<file path="src/rtl/mux4_rr_arbiter.sv">
// Round-robin arbiter for four requesters sharing a 4:1 single-bit mux.
// Hold limit forces a release only when another requester is waiting.
module mux4_rr_arbiter #(
    parameter int unsigned MAX_HOLD = 8
) (
    input  logic       clk,
    input  logic       rst_n,
    input  logic [3:0] req,
    input  logic [3:0] din,
    output logic [3:0] gnt,
    output logic       sel1,
    output logic       sel0,
    output logic       out,
    output logic       busy
);

    typedef enum logic [1:0] {S_IDLE, S_GRANT, S_RELEASE} state_t;

    localparam logic [3:0] CNT_MAX = 4'(MAX_HOLD - 1);

    state_t     r_state, w_state_nxt;
    logic [1:0] r_owner, w_owner_nxt;
    logic [1:0] r_ptr,   w_ptr_nxt;
    logic [3:0] r_cnt,   w_cnt_nxt;
    logic [3:0] r_gnt,   w_gnt_nxt;
    logic       r_busy,  w_busy_nxt;
    logic [1:0] w_win;
    logic       w_win_vld;
    logic       w_others;

    // Scan from farthest to nearest so the requester closest after r_ptr wins.
    always_comb begin
        w_win     = '0;
        w_win_vld = 1'b0;
        for (int k = 4; k >= 1; k--) begin
            if (req[r_ptr + 2'(k)]) begin
                w_win     = r_ptr + 2'(k);
                w_win_vld = 1'b1;
            end
        end
    end

    assign w_others = |(req & ~r_gnt);

    always_comb begin
        w_state_nxt = r_state;
        w_owner_nxt = r_owner;
        w_ptr_nxt   = r_ptr;
        w_cnt_nxt   = r_cnt;
        w_gnt_nxt   = r_gnt;
        w_busy_nxt  = r_busy;
        case (r_state)
            S_IDLE: begin
                if (w_win_vld) begin
                    w_state_nxt = S_GRANT;
                    w_owner_nxt = w_win;
                    w_gnt_nxt   = 4'b0001 << w_win;
                    w_cnt_nxt   = '0;
                    w_busy_nxt  = 1'b1;
                end
            end
            S_GRANT: begin
                // Owner dropping its request wins over a simultaneous preemption.
                if (!req[r_owner] || (r_cnt == CNT_MAX && w_others)) begin
                    w_state_nxt = S_RELEASE;
                    w_gnt_nxt   = '0;
                    w_busy_nxt  = 1'b0;
                    w_ptr_nxt   = r_owner;
                end else if (r_cnt != CNT_MAX) begin
                    w_cnt_nxt = r_cnt + 4'd1;
                end
            end
            S_RELEASE: w_state_nxt = S_IDLE;
            default:   w_state_nxt = S_IDLE;
        endcase
    end

    always_ff @(posedge clk or negedge rst_n) begin
        if (!rst_n) begin
            r_state <= S_IDLE;
            r_owner <= '0;
            r_ptr   <= 2'd3;
            r_cnt   <= '0;
            r_gnt   <= '0;
            r_busy  <= 1'b0;
        end else begin
            r_state <= w_state_nxt;
            r_owner <= w_owner_nxt;
            r_ptr   <= w_ptr_nxt;
            r_cnt   <= w_cnt_nxt;
            r_gnt   <= w_gnt_nxt;
            r_busy  <= w_busy_nxt;
        end
    end

    // Select keeps the last owner index between grants.
    assign gnt  = r_gnt;
    assign sel1 = r_owner[1];
    assign sel0 = r_owner[0];
    assign busy = r_busy;
    assign out  = (|r_gnt) ? din[r_owner] : 1'b0;

endmodule

</file>
<file path="config.mk">
export PLATFORM = sky130hd
export DESIGN_NAME = mux4_rr_arbiter
export DESIGN_NICKNAME = d
export VERILOG_FILES = /design/src/rtl/mux4_rr_arbiter.sv
export SDC_FILE = /design/constraint.sdc
export NUM_CORES = 1
export LEC_CHECK = 0
export BUFFER_PORTS_ARGS = -buffer_cell sky130_fd_sc_hd__buf_2
export CAP_MARGIN = 5
export CORE_MARGIN = 8
export CORE_UTILIZATION = 50
export DETAILED_ROUTE_END_ITERATION = 12
export HOLD_SLACK_MARGIN = 0.15
export PLACE_DENSITY = 0.71
export SYNTH_ARGS = -nofsm -noshare
export SYNTH_HDL_FRONTEND = slang
export SYNTH_SLANG_ARGS = --single-unit
</file>
<file path="constraint.sdc">
create_clock -name clk -period 1.91 [get_ports clk]
set_input_delay 0.4775 -clock clk [delete_from_list [all_inputs] [get_ports clk]]
set_output_delay 0.4775 -clock clk [all_outputs]
set_load 0.02 [all_outputs]
</file>
# == Word-level counts from Yosys, hierarchy flattened ==
# Index checks and enable logic that the tools add are counted.
# word_totals
register_bits,15
# op_classes
n_addsub,4
n_lt_le_gt_ge,5
n_eq_ne,7
shifts,1
muxes,34
bitwise_logic,2
reduce_logical,12
# ops
op,n
$mux W4,5
$pmux W4 S2,2
$lt A2 B3 Y1 const B,5
$mux W1,13
$bmux W1 S2,6
$mux W2,6
$ne A2 B2 Y1 const B,4
$reduce_or A4 Y1,2
$reduce_and A2 Y1,3
$add A2 B2 Y2 const B,2
$add A4 B1 Y4 const B,1
$and A4 B4 Y4,1
$eq A4 B3 Y1 const B,1
$ne A4 B3 Y1 const B,1
$not A4 Y4,1
$pmux W2 S2,1
$reduce_and A4 Y1,1
$shl A1 B2 Y4 const A,1
$reduce_and A3 Y1,1
$add A2 B1 Y2 const B,1
$eq A2 B1 Y1 const B,1
$logic_not A2 Y1,1
$pmux W1 S2,1
$reduce_bool A2 Y1,1
other kinds (3),3

# == Depth between registers and ports, before layout ==
# Gate-level depths: netlist (run 1).
# depth
word_depth,9
ltp_mapped,6

# == Least setup slack after synthesis (run 1) ==
# OpenSTA, ideal clock, no wires.
# synth_timing
kind,register to output
from,reg r_owner[0]
to,out out
t_arrival_ns,1.302
slack_ns,0.130
path_stages_with_launch,3
path_buffers,0
path_cell_list,dfrtp_1 -> mux4_1 -> o41a_1
# synth_between
elab_chain_cells,3
# synth_rtl
item,line,text
"start, declared",22,"logic [1:0] r_owner, w_owner_nxt;"
"start signal, assigned",88,r_owner <= w_owner_nxt;
$bmux W1 S2,101,assign out = (|r_gnt) ? din[r_owner] : 1'b0;
$mux W1 (not written as such),101,
$mux W1,101,
"end, declared",13,"output logic out,"
# Every way passes these cells. The select of a mux whose other input is x is not followed.

# == Worst setup path after layout (run 1) ==
# Ends and elaborated chain as after synthesis.

==> out/metrics.yaml, run 1 <==
status: "finished, violations left"
violations: "negative setup slack"
yosys_most_used_dff: "dfrtp_1"
powerDensity_nw_per_um2: 1610
tightestPinTransition_ns: 0.446
multi_input_area_um2: 489
min_path_type: "flip-flop to flip-flop"
h-tree-depth: 1
ys_ff_latch: 15
setup_ws_ns: -0.0252
fin_crit_sh: 1.01
async_reset_ff_frac: 1.00
pre_cts_ws_ns: 0.0819
cts_made_buffers: 3
grt_overflow_total: 0
num_vias: 703
regArea_um2: 378
reg2reg_to: "r_cnt[3]"
io_pins: 18
clk_pin_slew_worst_paths_ns: 0.08
cts_tree: "yes"
ys_types: 37
n_antenna_cell: 0
drc_errors: 0
clock-sinks: 15
hold_path_depth: 1
grt_pass1_vias: 756
grt_max_degree: 16
cp.required_ns: 1.43
yosys_warnings: 0
final_cell_mix: "16 x buf_2, 13 x dfrtp_1, 9 x nand2_1"
dieWidth_um: 58.5
p_leak_nw: 0.519
synthCells: 77
relSlewSlack: 0.703
track_usage: 0.129
synth_top_cell_by_area: "dfrtp_1"
fin_crit_ns: 1.94
reg2reg_from: "r_owner[0]"
critical_path.max_fanout: 2
dpl.cell_count: 121
vias_per_cell: 5.54
final_common_cell: "buf_2"
io_buffers: 17
drtPass1Iterations: 4
ctsLongestPathBuffers: 2
setup-violations-final: 1
stdcell_count: 127
postLayoutCoreUtil: 0.632
area_growth_pct: 19.6
initial_utilization: 0.528
synth_area_um2: 902
worstHoldStart: "r_cnt[3]"
ys_seq_area_frac: 0.419
synth_edf_count: 0
yosysTopAreaCellShare: 0.361
maxCapViolCount: 0
drive_above_1_share: 0.382
fillCellCount: 157
end_kind: "output port"
critPathLaunchType: "flip-flop"
rr_worst_depth: 6
fmax_mhz: 517
cts_root_buf: "clkbuf_4"
die_area_um2: 3420
crit_type: "flip-flop to output port"
fin_area_um2: 1080
slew_viol_final: 0
place_area_um2: 1030
gp_congestion: 0.907
synth_area_leaders: "dfrtp_1 36%, dfstp_2 5.8%, a32o_1 4.4%"
first_iter_violations: 18
ir_drop_mv: 0.969
clock_skew_ns: 0.00358
clock_latency_ns: 0.28
ant_nets: 0
post_drt_wl_per_cell_um: 15.2
nNetsFinal: 114
rrSetupSlack_ns: 0.11
hold_viol: 0
hpwl_um: 1490
postSynthAreaPerCell_um2: 11.7
antenna_found_initial: 0
finalSetupTns_ns: -0.0252
critPathArrivalTime_ns: 1.46
synth_nets: 88
whs_endpoint: "r_cnt[3]"
grt_first_pass_wirelength_um: 3410
finalWirelength_um: 1930
rsz0062_at_grt: "true"
num_rows: 15
die_y_um: 58.5
coreArea_um2: 1710
==> worst max-delay path, stage by stage, from the launching register on <==
cell     delay, ns
dfrtp_1       0.39
mux4_2        0.51
o41a_1        0.14
buf_6         0.14
==> stage by stage <==
stage | hold WS [ns] | total power, W
2_1_floorplan | 0.182 | 0.00127
3_3_place_gp | 0.395 | 0.00151
3_5_place_dp | 0.401 | 0.00152
4_1_cts | 0.487 | 0.00175
5_1_grt | 0.504 | 0.00187
6_report | 0.480 | 0.00173
==> kinds of logic (layout without fill, tap and decap cells) <==
group           count (synthesis)  after routing  synth area share
compound gates                 19             19             0.215
flops                          15             15             0.419
simple gates                   29             29             0.186
fa+ha+maj                       1              1            0.0139
buf+inv                         5             30            0.0347
mux                             8              8             0.132
==> how the worst max path moves through the flow <==
stage	startpoint	slack (ns)	endpoint
after floorplan	r_owner[0]	0.13	out
after global placement	din[1]	0.1	out
after detailed placement	din[1]	0.08	out
after CTS	r_owner[0]	-0.04	out
after global routing	r_owner[0]	-0.07	out
final	r_owner[0]	-0.03	out
==> synthesized netlist by cell type, types with 2 or more instances <==
library cell / n
o21ai_0: 4
mux2_4: 2
nand2_1: 9
dfrtp_1: 13
nor2_1: 4
mux2i_1: 4
dfstp_2: 2
nand2b_1: 6
a32o_1: 4
inv_1: 2
==> power by group <==
group	internal (W)	leakage [nW]	switching [W]	total [W]
logic	0.000482	0.316	0.000471	0.000953
clock network	0.0000811	0.0150	0.0000974	0.000178
registers	0.000465	0.187	0.000136	0.000601
==> state kept, by name, indices dropped and copies added (netlist names) <==
| register | flops |
|---|---|
| r_cnt | 4 |
| r_ptr | 2 |
| gnt | 4 |
| busy | 1 |
| r_owner | 2 |
| r_state | 2 |
==> metal layers <==
layer	global-route usage	share of wire	wire length, um	vias up
met5	0	0	0	-
met4	0.0734	0.020	39	0
met3	0.0239	0.036	69	4
met2	0.216	0.51	988	18
met1	0.149	0.43	830	343
li1	-	-	-	338
==> timing repair <==
action,CTS,global route
gates resized for setup,3,0
buffers inserted,1,0
hold endpoints to repair,13,0
endpoints found under the setup margin,1,1
hold buffers,1,0
==> cell type report <==
class / count / share of cell area
Timing Repair Buffer: 24 / 0.136
Sequential cell: 15 / 0.350
Inverter: 2 / 0.00696
Tap cell: 25 / 0.0290
Multi-Input combinational cell: 57 / 0.454
Clock buffer: 4 / 0.0244
Note: power is estimated with default switching activity, not from simulation.
==> run 2, diff against run 1 <==
GPL_TIMING_DRIVEN = 0   (was unset)
==> out/metrics.yaml, run 2 (synthesis results as in run 1) <==
die_area_um2: 3420  # unchanged
pwr-share-clk: 0.104  # about the same
grt_first_pass_wirelength_um: 3330  # -2.2%
startpoint: "r_owner[0]"
fin_crit_sh: 0.996  # -0.0176
cts_tree: "yes"
gp_congestion: 0.806  # -11%
fin_area_um2: 1070  # -1.2%
p_sw_frac: 0.413  # +0.00611
die_y_um: 58.5  # unchanged
antenna_found_initial: 0  # unchanged
p_total_w: 0.00173  # -0.30%
clock_skew_ns: 0.00268  # -0.000895 ns
cp_cell_sequence: "mux4_2, o41a_1, buf_6"
first_iter_violations: 17  # -1
postLayoutCoreUtil: 0.624  # -0.00733
dieWidth_um: 58.5  # unchanged
rr_worst_depth: 5  # -1
min_path_type: "flip-flop to flip-flop"
p_sw_w: 0.000713  # +1.2%
grt_max_degree: 16  # unchanged
rsz0062_at_grt: "true"
drtPass1Iterations: 4  # unchanged
hold_viol: 0  # unchanged
rrSetupSlack_ns: 0.14  # +0.03 ns
ant_nets: 0  # unchanged
num_rows: 15  # unchanged
fin_hold_ws_ns: 0.495  # +0.0149 ns
ir_drop_mv: 0.840  # -13%
initial_utilization: 0.528  # unchanged
vias_per_cell: 5.81  # +4.9%
grt_overflow_total: 0  # unchanged
worstHoldStart: "r_cnt[3]"
crit_type: "flip-flop to output port"
max_stage_delay_ns: 0.49  # -0.02 ns
grt.busiest_layer: "met2"
end_kind: "output port"
coreArea_um2: 1710  # unchanged
h-tree-depth: 1  # unchanged
drc_errors: 0  # unchanged
p_int_w: 0.00101  # -1.3%
finalWirelength_um: 1960  # +1.7%
track_usage: 0.124  # -0.00429
grtUsageMet2: 0.206  # -0.00945
post_drt_wl_per_cell_um: 15.7  # +3.3%
clock-sinks: 15  # unchanged
worst_path_max_delay_cell: "mux4_2"
place_area_um2: 1020  # -1.3%
ctsLongestPathBuffers: 2  # unchanged
critical_path.max_fanout: 2  # unchanged
io_pins: 18  # unchanged
cts_root_buf: "clkbuf_4"
nNetsFinal: 112  # -1.8%
grt_pass1_vias: 744  # -1.6%
drive_above_1_share: 0.380  # -0.00235
reg2reg_from: "r_cnt[0]"
num_vias: 726  # +3.3%
cp-endpoint: "out"
final_common_cell: "buf_2"
grt_use_met3: 0.0283  # +0.00435
cts_made_buffers: 3  # unchanged
cp.required_ns: 1.43  # about the same
maxCapViolCount: 0  # unchanged
setup-violations-final: 0  # -1
fin_crit_ns: 1.90  # -0.0336 ns
p_leak_nw: 0.509  # -1.9%
powerDensity_nw_per_um2: 1620  # +0.87%
io_buffers: 17  # unchanged
slew_viol_final: 0  # unchanged
relSlewSlack: 0.671  # -0.0314
clock_latency_ns: 0.28  # about the same
reg2reg_to: "r_ptr[1]"
tightestPinTransition_ns: 0.493  # +0.0470 ns
status: "finished clean"
n_antenna_cell: 0  # unchanged
final_cell_mix: "17 x buf_2, 12 x dfrtp_1, 9 x nand2_1"
critPathArrivalTime_ns: 1.42  # -0.04 ns
hpwl_um: 1390  # -6.2%
clk_pin_slew_worst_paths_ns: 0.09  # about the same
pwr-share-comb: 0.560  # +0.010
area_growth_pct: 18.2
critPathLaunchType: "flip-flop"
seq_power_share: 0.336  # -0.011
met1_usage: 0.146  # -0.00311
fmax_mhz: 526  # +1.8%
run 2: cell count changes in the layout (fill, tap and decap cells not counted):
cell,delta
buf_4,-4
dfrtp_2,+1
buf_2,+1
dfrtp_1,-1
buf_6,+1
run 2: final cells by class:
class	instances	area (um2)
fillers	147	642
inverters	2	7.51
clock buffers	4	26.3
repair buffers	19	109
flip-flops and latches	15	379
plain buffers	3	23.8
multi-input cells	57	489
well taps	25	31.3
run 2: per-layer routing:
| metal | wire (um) | up-vias |
|---|---|---|
| met5 | 0 | - |
| met3 | 87 | 2 |
| met4 | 19 | 0 |
| li1 | - | 334 |
| met2 | 1020 | 18 |
| met1 | 831 | 372 |
run 2: stage by stage:
step / setup slack, ns / std cells / setup TNS (ns)
2_1_floorplan: 0.130 / 77 / 0
3_3_place_gp: 0.0267 / 119 / 0
3_5_place_dp: 0.0342 / 119 / 0
4_1_cts: 0.000554 / 125 / 0
5_1_grt: -0.0538 / 125 / -0.0538
6_report: 0.00842 / 125 / 0
run 2: timing repair:
item / in CTS / in global routing
endpoints found under the hold margin: 13 / 0
gates cloned: 0 / 0
setup endpoints to repair: 1 / 1
resized for setup: 4 / 0
setup buffers: 1 / 0
hold buffers: 1 / 0
run 2: power groups by stage:
| stage | combinational, W | sequential, W | clock, W |
|---|---|---|---|
| 3_5_place_dp | 0.000902 | 0.000601 | 0 |
| 2_1_floorplan | 0.000619 | 0.000654 | 0 |
| 6_report | 0.000968 | 0.000580 | 0.000180 |
| 5_1_grt | 0.00105 | 0.000601 | 0.000202 |
| 4_1_cts | 0.000969 | 0.000582 | 0.000187 |
| 3_3_place_gp | 0.000895 | 0.000598 | 0 |
run 2: how the worst min path moves through the flow:
stage | end | slack [ns] | cells past startpoint
after detailed placement | r_state[0] | 0.40 | 1
after global placement | r_state[0] | 0.40 | 1
after floorplan | busy | 0.18 | 0
final | r_cnt[3] | 0.50 | 1
after CTS | r_cnt[3] | 0.50 | 1
after global routing | busy | 0.53 | 1
run 2: worst max-delay path: cells and delay by family (launching register included):
| family | cells | cell delay (ns) |
|---|---|---|
| flip-flops | 1 | 0.39 |
| multiplexers | 1 | 0.49 |
| buffers and inverters | 1 | 0.14 |
| AO/OA/AOI/OAI | 1 | 0.13 |
